`config.mk`:
```
export PLATFORM = sky130hd
export DESIGN_NAME = instr_encoder_loader_flat
export DESIGN_NICKNAME = d
export VERILOG_FILES = /design/src/rtl/instr_encoder_loader_if.sv /design/src/rtl/instr_encoder_loader.sv /design/src/flat_wrapper.sv
export SDC_FILE = /design/constraint.sdc
export NUM_CORES = 1
export LEC_CHECK = 0
export ABC_AREA = 1
export BUFFER_PORTS_ARGS = -buffer_cell sky130_fd_sc_hd__buf_2
export CORE_AREA = 2 2 94 96
export CTS_CLUSTER_DIAMETER = 50
export DETAILED_ROUTE_END_ITERATION = 10
export DIE_AREA = 0 0 96 98
export GPL_ROUTABILITY_DRIVEN = 0
export PLACE_DENSITY = 0.69
export REMOVE_ABC_BUFFERS = 1
export SLEW_MARGIN = 20
export SYNTH_ARGS = -nofsm -noshare
export SYNTH_HDL_FRONTEND = slang
export SYNTH_SLANG_ARGS = --single-unit
```
`constraint.sdc`:
```
create_clock -name clk -period 1.73 [get_ports clk]
set_clock_uncertainty 0.2 [all_clocks]
set_input_delay 0.346 -clock clk [delete_from_list [all_inputs] [get_ports clk]]
set_output_delay 0.346 -clock clk [all_outputs]
set_load 0.02 [all_outputs]
```
`src/rtl/instr_encoder_loader_if.sv`:
```
// Load-request and instruction-field handshake plus the instruction-memory write port
// for instr_encoder_loader.
interface instr_encoder_loader_if #(
    parameter int ADDR_W = 8
);
    logic                 start;
    logic [ADDR_W:0]      count;
    logic                 in_valid;
    logic                 in_ready;
    logic [3:0]           in_cls;
    logic [4:0]           in_rd;
    logic [4:0]           in_rs1;
    logic [4:0]           in_rs2;
    logic [2:0]           in_funct3;
    logic                 in_funct7b5;
    logic signed [31:0]   in_imm;
    logic                 imem_we;
    logic [ADDR_W-1:0]    imem_addr;
    logic [31:0]          imem_wdata;
    logic                 busy;
    logic                 done;
    logic                 err_illegal;

    modport master (
        output start, count, in_valid, in_cls, in_rd, in_rs1, in_rs2,
               in_funct3, in_funct7b5, in_imm,
        input  in_ready, imem_we, imem_addr, imem_wdata, busy, done, err_illegal
    );

    modport slave (
        input  start, count, in_valid, in_cls, in_rd, in_rs1, in_rs2,
               in_funct3, in_funct7b5, in_imm,
        output in_ready, imem_we, imem_addr, imem_wdata, busy, done, err_illegal
    );
endinterface

```
`src/rtl/instr_encoder_loader.sv`:
```
// Encodes RV32I instruction fields into 32-bit words and writes a counted block of them
// into instruction memory starting at BASE_ADDR; illegal classes are dropped and flagged.
module instr_encoder_loader #(
    parameter int ADDR_W    = 8,
    parameter int BASE_ADDR = 0
) (
    input  logic                   clk,
    input  logic                   rst_n,
    instr_encoder_loader_if.slave  bus
);
    localparam logic [6:0] OP_R      = 7'b0110011;
    localparam logic [6:0] OP_I      = 7'b0010011;
    localparam logic [6:0] OP_LOAD   = 7'b0000011;
    localparam logic [6:0] OP_STORE  = 7'b0100011;
    localparam logic [6:0] OP_BRANCH = 7'b1100011;
    localparam logic [6:0] OP_LUI    = 7'b0110111;
    localparam logic [6:0] OP_AUIPC  = 7'b0010111;
    localparam logic [6:0] OP_JAL    = 7'b1101111;
    localparam logic [6:0] OP_JALR   = 7'b1100111;

    typedef enum logic [1:0] {IDLE, LOAD, DRAIN} state_e;

    state_e              state_q, state_d;
    logic [ADDR_W-1:0]   ptr_q, ptr_d;
    logic [ADDR_W:0]     rem_q, rem_d;
    logic                we_q, we_d;
    logic [ADDR_W-1:0]   addr_q, addr_d;
    logic [31:0]         wdata_q, wdata_d;
    logic                err_q, err_d;
    logic                legal;
    logic [31:0]         enc_word;

    function automatic logic [31:0] encode(
        input logic [3:0]         cls,
        input logic [4:0]         rd,
        input logic [4:0]         rs1,
        input logic [4:0]         rs2,
        input logic [2:0]         f3,
        input logic               f7b5,
        input logic signed [31:0] imm
    );
        logic [31:0] w;
        w = '0;
        case (cls)
            4'd0: w = {1'b0, f7b5, 5'b0, rs2, rs1, f3, rd, OP_R};
            4'd1: begin
                // Shifts carry shamt in the immediate slot and funct7 above it.
                if (f3 == 3'b001 || f3 == 3'b101)
                    w = {1'b0, f7b5, 5'b0, imm[4:0], rs1, f3, rd, OP_I};
                else
                    w = {imm[11:0], rs1, f3, rd, OP_I};
            end
            4'd2: w = {imm[11:0], rs1, f3, rd, OP_LOAD};
            4'd3: w = {imm[11:5], rs2, rs1, f3, imm[4:0], OP_STORE};
            4'd4: w = {imm[12], imm[10:5], rs2, rs1, f3, imm[4:1], imm[11], OP_BRANCH};
            4'd5: w = {imm[31:12], rd, OP_LUI};
            4'd6: w = {imm[31:12], rd, OP_AUIPC};
            4'd7: w = {imm[20], imm[10:1], imm[11], imm[19:12], rd, OP_JAL};
            4'd8: w = {imm[11:0], rs1, 3'b000, rd, OP_JALR};
            default: w = '0;
        endcase
        return w;
    endfunction

    assign legal    = (bus.in_cls <= 4'd8);
    assign enc_word = encode(bus.in_cls, bus.in_rd, bus.in_rs1, bus.in_rs2,
                             bus.in_funct3, bus.in_funct7b5, bus.in_imm);

    always_comb begin
        state_d = state_q;
        ptr_d   = ptr_q;
        rem_d   = rem_q;
        we_d    = 1'b0;
        addr_d  = addr_q;
        wdata_d = wdata_q;
        err_d   = err_q;
        case (state_q)
            IDLE: begin
                if (bus.start) begin
                    ptr_d   = ADDR_W'(BASE_ADDR);
                    rem_d   = bus.count;
                    err_d   = 1'b0;
                    state_d = (bus.count != '0) ? LOAD : DRAIN;
                end
            end
            LOAD: begin
                if (bus.in_valid) begin
                    if (!legal) begin
                        err_d = 1'b1;
                    end else begin
                        we_d    = 1'b1;
                        addr_d  = ptr_q;
                        wdata_d = enc_word;
                        ptr_d   = ptr_q + ADDR_W'(1);
                        rem_d   = rem_q - (ADDR_W+1)'(1);
                        if (rem_q == (ADDR_W+1)'(1))
                            state_d = DRAIN;
                    end
                end
            end
            DRAIN: state_d = IDLE;
            default: state_d = IDLE;
        endcase
    end

    always_ff @(posedge clk or negedge rst_n) begin
        if (!rst_n) begin
            state_q <= IDLE;
            ptr_q   <= '0;
            rem_q   <= '0;
            we_q    <= 1'b0;
            addr_q  <= '0;
            wdata_q <= '0;
            err_q   <= 1'b0;
        end else begin
            state_q <= state_d;
            ptr_q   <= ptr_d;
            rem_q   <= rem_d;
            we_q    <= we_d;
            addr_q  <= addr_d;
            wdata_q <= wdata_d;
            err_q   <= err_d;
        end
    end

    // The DRAIN cycle is the one carrying the final write, so done follows the state.
    assign bus.in_ready    = (state_q == LOAD);
    assign bus.busy        = (state_q != IDLE);
    assign bus.done        = (state_q == DRAIN);
    assign bus.imem_we     = we_q;
    assign bus.imem_addr   = addr_q;
    assign bus.imem_wdata  = wdata_q;
    assign bus.err_illegal = err_q;
endmodule

```
`src/flat_wrapper.sv`:
```
// flat-port wrapper written by rule: the top's interface ports become plain ports
module instr_encoder_loader_flat 
#(
    parameter int ADDR_W    = 8,
    parameter int BASE_ADDR = 0
)
  (clk, rst_n, bus_start, bus_count, bus_in_valid, bus_in_cls, bus_in_rd, bus_in_rs1, bus_in_rs2, bus_in_funct3, bus_in_funct7b5, bus_in_imm, bus_in_ready, bus_imem_we, bus_imem_addr, bus_imem_wdata, bus_busy, bus_done, bus_err_illegal);
  instr_encoder_loader_if #(.ADDR_W(ADDR_W)) bus_i ();
  input  logic clk;
  input  logic rst_n;
  input wire logic [$bits(bus_i.start)-1:0] bus_start;
  input wire logic [$bits(bus_i.count)-1:0] bus_count;
  input wire logic [$bits(bus_i.in_valid)-1:0] bus_in_valid;
  input wire logic [$bits(bus_i.in_cls)-1:0] bus_in_cls;
  input wire logic [$bits(bus_i.in_rd)-1:0] bus_in_rd;
  input wire logic [$bits(bus_i.in_rs1)-1:0] bus_in_rs1;
  input wire logic [$bits(bus_i.in_rs2)-1:0] bus_in_rs2;
  input wire logic [$bits(bus_i.in_funct3)-1:0] bus_in_funct3;
  input wire logic [$bits(bus_i.in_funct7b5)-1:0] bus_in_funct7b5;
  input wire logic [$bits(bus_i.in_imm)-1:0] bus_in_imm;
  output wire logic [$bits(bus_i.in_ready)-1:0] bus_in_ready;
  output wire logic [$bits(bus_i.imem_we)-1:0] bus_imem_we;
  output wire logic [$bits(bus_i.imem_addr)-1:0] bus_imem_addr;
  output wire logic [$bits(bus_i.imem_wdata)-1:0] bus_imem_wdata;
  output wire logic [$bits(bus_i.busy)-1:0] bus_busy;
  output wire logic [$bits(bus_i.done)-1:0] bus_done;
  output wire logic [$bits(bus_i.err_illegal)-1:0] bus_err_illegal;
  assign bus_i.start = bus_start;
  assign bus_i.count = bus_count;
  assign bus_i.in_valid = bus_in_valid;
  assign bus_i.in_cls = bus_in_cls;
  assign bus_i.in_rd = bus_in_rd;
  assign bus_i.in_rs1 = bus_in_rs1;
  assign bus_i.in_rs2 = bus_in_rs2;
  assign bus_i.in_funct3 = bus_in_funct3;
  assign bus_i.in_funct7b5 = bus_in_funct7b5;
  assign bus_i.in_imm = bus_in_imm;
  assign bus_in_ready = bus_i.in_ready;
  assign bus_imem_we = bus_i.imem_we;
  assign bus_imem_addr = bus_i.imem_addr;
  assign bus_imem_wdata = bus_i.imem_wdata;
  assign bus_busy = bus_i.busy;
  assign bus_done = bus_i.done;
  assign bus_err_illegal = bus_i.err_illegal;
  instr_encoder_loader #(.ADDR_W(ADDR_W), .BASE_ADDR(BASE_ADDR)) u_core (.clk(clk), .rst_n(rst_n), .bus(bus_i));
endmodule
```
==> results of run 1 <==
-- power breakdown --
part           internal [uW]  switching (uW)
Sequential              1920             319
Clock                    572             533
Combinational           1380            2120
Total                   3860            2970
-- repair_timing --
| action | in CTS | in global routing |
|---|---|---|
| hold buffers | 1 | 0 |
| gates resized for setup | 3 | 16 |
| pin swaps | 1 | 1 |
| endpoints found under the setup margin | 2 | 39 |
| endpoints found under the hold margin | 60 | 0 |
| setup buffers | 4 | 1 |
-- critical path: cells and delay by family (launching register included) --
family | cells | cell delay [ps]
simple gates | 1 | 140
buf+inv | 3 | 270
flops | 1 | 430
-- synthesized netlist by cell type (5+ instances only) --
cell type,n
nand2_2,8
buf_4,5
o21ai_0,31
inv_1,47
o21ai_2,11
nand4_1,8
buf_6,8
a21oi_1,14
dfrtp_1,60
nand2_1,226
nor2_1,51
inv_2,7
nand3_1,24
-- layer usage --
layer | vias to the layer above | wire (um) | GRT usage [%] | share of wire (%)
met5 | - | 0 | 0 | 0
met2 | 106 | 4584 | 34.94 | 47
met4 | 0 | 106 | 7.582 | 1.1
met3 | 7 | 539 | 4.167 | 5.5
met1 | 1697 | 4558 | 30.62 | 47
li1 | 1963 | - | - | -
-- state kept, by name, indices dropped and copies added (netlist names) --
register                count
u_core.bus.imem_addr        8
u_core.rem_q                9
u_core.state_q              2
u_core.bus.imem_we          1
u_core.bus.err_illegal      1
u_core.bus.imem_wdata      31
u_core.ptr_q                8
-- worst paths after layout --
check,from,endpoint
min in group asynchronous,rst_n,u_core.bus.imem_wdata[14]$_DFFE_PN0P_
min reg2reg,u_core.bus.imem_wdata[2]$_DFFE_PN0P_,u_core.bus.imem_wdata[2]$_DFFE_PN0P_
max reg2reg,u_core.state_q[0]$_DFFE_PN0P_,u_core.ptr_q[7]$_DFFE_PN0P_
max in group asynchronous,rst_n,u_core.bus.imem_wdata[24]$_DFFE_PN0P_
max,u_core.state_q[0]$_DFFE_PN0P_,bus_busy
min,bus_in_rd[1],u_core.bus.imem_wdata[8]$_DFFE_PN0P_
-- per-stage QoR --
step           util, %  hold slack [ps]  TNS, ps  power, uW  std cells
2_1_floorplan        -           -149.6   -32960       4217        521
3_3_place_gp     54.29            177.2   -64.89       5447        776
3_5_place_dp     54.29            179.1   -176.8       5521        776
4_1_cts          56.78            88.60        0       6765        794
5_1_grt          57.29            122.7   -98.60       7429        795
6_report         57.29            99.95        0       6834        795
-- final cells by class --
type	instances	area, sq um	area share [%]
Inverter	55	216.5	4.463
Multi-Input combinational cell	406	1883	38.83
Sequential cell	60	1501	30.96
Timing Repair Buffer	153	949.7	19.58
Tap cell	108	135.1	2.786
Clock inverter	2	12.51	0.2580
Clock buffer	11	151.4	3.122
-- logic make-up (layout without fill, tap and decap cells) --
| kind of cell | count (synthesis) | in the layout |
|---|---|---|
| flip-flops | 60 | 60 |
| adder cells (fa/ha/maj) | 3 | 3 |
| AO/OA/AOI/OAI | 62 | 62 |
| AND/OR/NAND/NOR | 338 | 338 |
| XOR/XNOR | 3 | 3 |
| buffers and inverters | 71 | 221 |
==> results.toml, run 1 <==
[run_status]
status = "complete, no violations"

[synth]
synth_compound_area_share_pct = 9.566
synth_xor_area_share_pct = 0.7073
synth_area_per_cell_sq_um = 6.918
synthAdderAreaFrac_pct = 1.010
synth_warnings = 0
synth.area.top_cells = "dfrtp_1 (40%), nand2_1 (23%), nor2_1 (5.2%)"
synth_mux_area_share_pct = 0
syn-cell-area_sq_mm = 0.003715
ys_ff_latch = 60
synth_edf_count = 0
ys_types = 30
synth-simple-area-share_pct = 38.90
synthCells = 537
ys_seq_area_share_pct = 40.42
synth_flop_cell = "dfrtp_1"
synth_top_area_share_pct = 40.42
yosysTopAreaCell = "dfrtp_1"
synth_top_family_by_area = "simple AND/OR/NAND/NOR gates"
synthArstFlopShare_pct = 100.0

[sta]
fin_crit_ps = 1714
setup_ws_ps = 15.74
max_freq_ghz = 0.5833
worstMarginPinSlew_ps = 348.1
rsz0062_at_grt = "true"
timing.final.crit_share_pct = 99.09
slew_headroom_pct = 76.74
setup_viol_count_final = 0
drv_slew = 0
hold_violations = 0

[route]
drt_iter0_markers = 173
viasPerCell = 4.746
drtAntennaViolNets = 0
vias = 3773
routedWlPerCell_um = 12.31
first_pass_iters = 4
drc = 0
wirelength_mm = 9.789

[floorplan]
die_area_sq_mm = 0.009408
initial_core_util_pct = 43.88
design.core.area_sq_mm = 0.008466
die_h_um = 98
die_width_um = 96
ios = 113
rows = 34

[worst_setup_path]
worstPathArrival_ps = 1170
r2r_cells = 8
reg2reg_slack_ps = 90
path_class = "register to primary output"
crit_path_cell_trace = "nor2_2, buf_4, inv_2, buf_6"
timing.critical_path.from_type = "register"
crit_fanout = 4
end_kind = "primary output"
worstPathRequired_ps = 1180
critPathMaxStageDelay_ps = 430
crit_slowest_cell = "dfrtp_1"

[clock_tree]
h-tree-depth = 3
cts_buffers = 9
clk_latency_ps = 330
cts_tree = "built"
clock-sinks = 60
clk_transition_reported_paths_ps = 70
cts_root_buf = "clkbuf_8"
clockBufferDepth = 2

[global_route]
antenna_found_initial = 0
first_global_vias = 3673
track_usage_pct = 22.24
grt_pass1_wl_mm = 16.67
grt_overflow = 0
grt_max_degree = 61

[worst_hold_path]
hold-path-cell-count = 5
min_path_type = "input port to register"

[placed_design]
io_buffers = 112
placed_area_sq_mm = 0.004596
post-place-ws_ps = -41.44
dp_hpwl_mm = 7.334

[finish]
final_common_cell = "nand2_1"
diodes = 0
nFillCells = 823
area_growth_pct = 30.55
final_cell_mix = "nand2_1 (225), buf_2 (110), dfrtp_1 (60), nor2_1 (50), inv_1 (44)"
finalNetCount = 756
design_area_sq_mm = 0.004850
drive_above_1_share_pct = 31.44

[power_and_ir_drop]
power.leakage_uw = 0.002777
peakVddDrop_uv = 930.8
power_density_mw_per_mm2 = 1409

[run]
maxCapViolCount = 0
No activity file was read; power rests on OpenSTA's default activity.
==> run 2: changes to the inputs <==
MAX_ROUTING_LAYER = met4   (was not set)
==> results.toml, run 2 (same netlist as run 1, synthesis figures left out) <==
[power_and_ir_drop]
power.leakage_uw = 0.002779
power_density_mw_per_mm2 = 1413
peakVddDrop_uv = 937.1

[route]
drc = 0
viasPerCell = 4.782
drtAntennaViolNets = 0
routedWlPerCell_um = 12.36
first_pass_iters = 4
vias = 3802
wirelength_mm = 9.823
drt_iter0_markers = 205

[sta]
fin_crit_ps = 1718
rsz0062_at_grt = "true"
worstMarginPinSlew_ps = 352.0
fin_hold_ws_ps = 93.98
timing.final.crit_share_pct = 99.32
setup_ws_ps = 11.84
finalSetupTns_ps = 0
drv_slew = 0
slew_headroom_pct = 76.47
setup_viol_count_final = 0
max_freq_ghz = 0.5820
hold_violations = 0

[finish]
drive_above_1_share_pct = 31.59
largest_reg_flops = 31
layout.cells.non_filler = 795
area_growth_pct = 30.68
design_area_sq_mm = 0.004855
final_common_cell = "nand2_1"
diodes = 0
finalNetCount = 756
final_cell_mix = "nand2_1 (225), buf_2 (110), dfrtp_1 (60), nor2_1 (49), inv_1 (44)"
nFillCells = 821

[clock_tree]
clock-sinks = 60
h-tree-depth = 3
clockBufferDepth = 2
cts_root_buf = "clkbuf_8"
clk_latency_ps = 330
cts_tree = "built"
cts_buffers = 9
clk_transition_reported_paths_ps = 70

[floorplan]
design.core.area_sq_mm = 0.008466
die_area_sq_mm = 0.009408
ios = 113
initial_core_util_pct = 43.88
die_width_um = 96
rows = 34
die_h_um = 98

[worst_setup_path]
r2r_end = "u_core.ptr_q[7]$_DFFE_PN0P_"
crit_fanout = 4
path_class = "register to primary output"
crit-reg2reg-launch = "u_core.state_q[0]$_DFFE_PN0P_"
worstPathRequired_ps = 1180
worstPathArrival_ps = 1170
r2r_cells = 8
reg2reg_slack_ps = 80
timing.critical_path.from_type = "register"
end_kind = "primary output"

[placed_design]
placed_area_sq_mm = 0.004596
post-place-ws_ps = -41.44
dp.cells = 776
io_buffers = 112
dp_hpwl_mm = 7.334

[run_status]
status = "complete, no violations"

[worst_hold_path]
whs_endpoint = "u_core.bus.imem_wdata[8]$_DFFE_PN0P_"
min_path_type = "input port to register"
hold-path-cell-count = 5
hp-start = "bus_in_rd[1]"

[global_route]
grt_overflow = 0
track_usage_pct = 22.94
grt_max_degree = 61
first_global_vias = 3672
antenna_found_initial = 0
grt_pass1_wl_mm = 16.66

[run]
maxCapViolCount = 0
[run 2: worst max-delay path by stage]
stage / startpoint / endpoint / cells after the start
finish: u_core.state_q[0]$_DFFE_PN0P_ / bus_busy / 4
global route: u_core.state_q[0]$_DFFE_PN0P_ / bus_busy / 4
global placement: bus_in_cls[2] / u_core.bus.imem_wdata[22]$_DFFE_PN0P_ / 9
detailed placement: bus_in_cls[0] / u_core.bus.imem_wdata[23]$_DFFE_PN0P_ / 10
floorplan: u_core.state_q[1]$_DFFE_PN0P_ / u_core.bus.imem_addr[0]$_DFFE_PN0P_ / 7
CTS: u_core.state_q[0]$_DFFE_PN0P_ / bus_busy / 4
[run 2: what timing repair did]
action,in CTS,in global routing
hold buffers,1,0
resized for setup,3,17
hold endpoints to repair,60,0
pin swaps,1,1
setup buffers,4,1
endpoints found under the setup margin,2,39
[run 2: layer usage]
metal	vias up	GRT usage (%)	part of all wire (%)
met2	117	34.94	46
met3	13	4.398	5.5
li1	1967	-	-
met4	0	6.593	1.2
met5	-	-	0
met1	1705	31.07	47
[run 2: critical path, stage by stage, from the launching register on]
cell and delay [ps]:
dfrtp_1 430, nor2_2 140, buf_4 120, inv_2 30, buf_6 120
[run 2: metrics by stage]
step | utilization, % | power (uW)
after global routing | 57.35 | 7451
after CTS | 56.78 | 6765
after detailed placement | 54.29 | 5521
final | 57.35 | 6859
after floorplan | - | 4217
after global placement | 54.29 | 5447
[run 2: power breakdown]
group / internal (uW) / switching (uW) / leakage, uW
Clock: 571 / 537 / 0.0000831
Sequential: 1920 / 321 / 0.000785
Combinational: 1380 / 2130 / 0.00191
[run 2: layout make-up]
cell class	instances	area, sq um	area share (%)
Multi-Input combinational cell	406	1886	38.84
Sequential cell	60	1501	30.93
Timing Repair Buffer	153	949.7	19.56
Inverter	55	219.0	4.510
Clock buffer	11	151.4	3.119
Tap cell	108	135.1	2.784
Clock inverter	2	12.51	0.2577
==> run 3: changes to the inputs <==
BUFFER_PORTS_ARGS = not set   (was -buffer_cell sky130_fd_sc_hd__buf_2)
DONT_BUFFER_PORTS = 1   (was not set)
PLACE_DENSITY = 0.57   (was 0.69)
==> results.toml, run 3 (same netlist as run 1, synthesis figures left out) <==
[run_status]
status = "finished with violations"
violations = "hold timing"

[placed_design]
dp.cells = 644
io_buffers = 0
dp_hpwl_mm = 6.761
placed_area_sq_mm = 0.003835

[worst_hold_path]
min_path_type = "input port to asynchronous set/reset pin"

[floorplan]
die_area_sq_mm = 0.009408
die_width_um = 96
design.core.area_sq_mm = 0.008466
ios = 113
initial_core_util_pct = 43.88
die_h_um = 98
rows = 34

[global_route]
track_usage_pct = 21.38
antenna_found_initial = 0
grt_overflow = 0
first_global_vias = 3221
grt_max_degree = 61
grt_pass1_wl_mm = 15.32

[sta]
setup_viol_count_final = 0
fin_crit_ps = 1690
timing.final.crit_share_pct = 97.70
worstMarginPinSlew_ps = 413.0
hold_violations = 60
drv_slew = 0
fin_hold_ws_ps = -509.6
max_freq_ghz = 0.5916
rsz0062_at_grt = "true"
slew_headroom_pct = 72.37

[worst_setup_path]
path_class = "register to primary output"
r2r_end = "u_core.bus.imem_wdata[1]$_DFFE_PN0P_"
end_kind = "primary output"
crit_path_cell_trace = "inv_2, nand2_2, inv_4, buf_12"
r2r_cells = 7
crit_fanout = 9
crit-reg2reg-launch = "u_core.state_q[0]$_DFFE_PN0P_"
worstPathArrival_ps = 1140
crit_slowest_cell = "dfrtp_1"
critPathMaxStageDelay_ps = 420
worstPathRequired_ps = 1180
timing.critical_path.from_type = "register"
reg2reg_slack_ps = 50

[route]
first_pass_iters = 5
vias = 3383
viasPerCell = 5.049
drc = 0
wirelength_mm = 9.473
drtAntennaViolNets = 0
drt_iter0_markers = 142
routedWlPerCell_um = 14.14

[clock_tree]
h-tree-depth = 3
cts_root_buf = "clkbuf_8"
cts_hold_buf = 5
clock-sinks = 60
clockBufferDepth = 2
clk_transition_reported_paths_ps = 80
cts_tree = "built"
clk_latency_ps = 350
cts_buffers = 9

[finish]
final_common_cell = "nand2_1"
area_growth_pct = 13.30
final_cell_mix = "nand2_1 (225), dfrtp_1 (60), nor2_1 (49), inv_1 (45), o21ai_0 (29)"
finalNetCount = 628
diodes = 0
layout.cells.non_filler = 670
design_area_sq_mm = 0.004209
largest_reg_flops = 31
drive_above_1_share_pct = 15.48

[power_and_ir_drop]
power.leakage_uw = 0.002234
peakVddDrop_uv = 914.6
power_density_mw_per_mm2 = 1575

[run]
maxCapViolCount = 0
-- run 3: critical path, delay by kind of cell (launching register included) --
family                 cells  cell delay (ps)
flip-flops                 1              420
AND/OR/NAND/NOR            1               80
buffers and inverters      3              310
-- run 3: power breakdown --
| group | switching, uW | internal (uW) | leakage [uW] |
|---|---|---|---|
| sequential | 870 | 1910 | 0.000785 |
| combinational | 1440 | 969 | 0.00134 |
| clock | 617 | 820 | 0.000114 |
| total | 2930 | 3700 | 0.00223 |
-- run 3: per-stage QoR --
step	power, uW	setup slack, ps	hold WS, ps	setup TNS [ps]	utilization (%)
floorplan	4217	-980.3	-149.6	-32960	-
global placement	4870	128.6	-147.5	0	45.30
detailed placement	4910	84.08	-147.9	0	45.30
CTS	6457	7.814	-530.0	0	48.86
global route	7143	-8.563	-529.3	-15.83	49.72
finish	6629	39.73	-509.6	0	49.72
-- run 3: layout make-up --
| type | count | area, sq um |
|---|---|---|
| Clock inverter | 7 | 100.1 |
| Sequential cell | 60 | 1501 |
| Clock buffer | 9 | 123.9 |
| Fill cell | 849 | 4257 |
| Inverter | 55 | 216.5 |
| Timing Repair Buffer | 25 | 246.5 |
| Tap cell | 108 | 135.1 |
| Multi-Input combinational cell | 406 | 1886 |
-- run 3: how the worst max path moves through the flow --
stage,cells after the start,end,slack [ps],start
5_1_grt,7,u_core.bus.imem_wdata[1]$_DFFE_PN0P_,-9,u_core.state_q[0]$_DFFE_PN0P_
3_3_place_gp,10,u_core.rem_q[6]$_DFFE_PN0P_,130,bus_in_cls[2]
6_report,4,bus_in_ready,40,u_core.state_q[1]$_DFFE_PN0P_
4_1_cts,4,bus_in_ready,8,u_core.state_q[1]$_DFFE_PN0P_
3_5_place_dp,10,u_core.rem_q[6]$_DFFE_PN0P_,80,bus_in_cls[2]
2_1_floorplan,7,u_core.bus.imem_addr[0]$_DFFE_PN0P_,-980,u_core.state_q[1]$_DFFE_PN0P_
-- run 3: routing by layer --
layer / up-vias / routed length [um] / part of all wire [%] / global-route usage (%)
li1: 1715 / - / - / -
met3: 23 / 766 / 8.1 / 6.636
met5: - / 0 / 0 / -
met1: 1537 / 4355 / 46 / 27.81
met4: 0 / 226 / 2.4 / 7.912
met2: 108 / 4124 / 44 / 31.14
-- run 3: what timing repair did --
action | 4_1_cts | 5_1_grt
gates cloned | 0 | 1
endpoints found under the setup margin | 1 | 33
pin swaps | 0 | 2
resized for setup | 3 | 14
endpoints found under the hold margin | 63 | 60
buffers inserted | 2 | 2
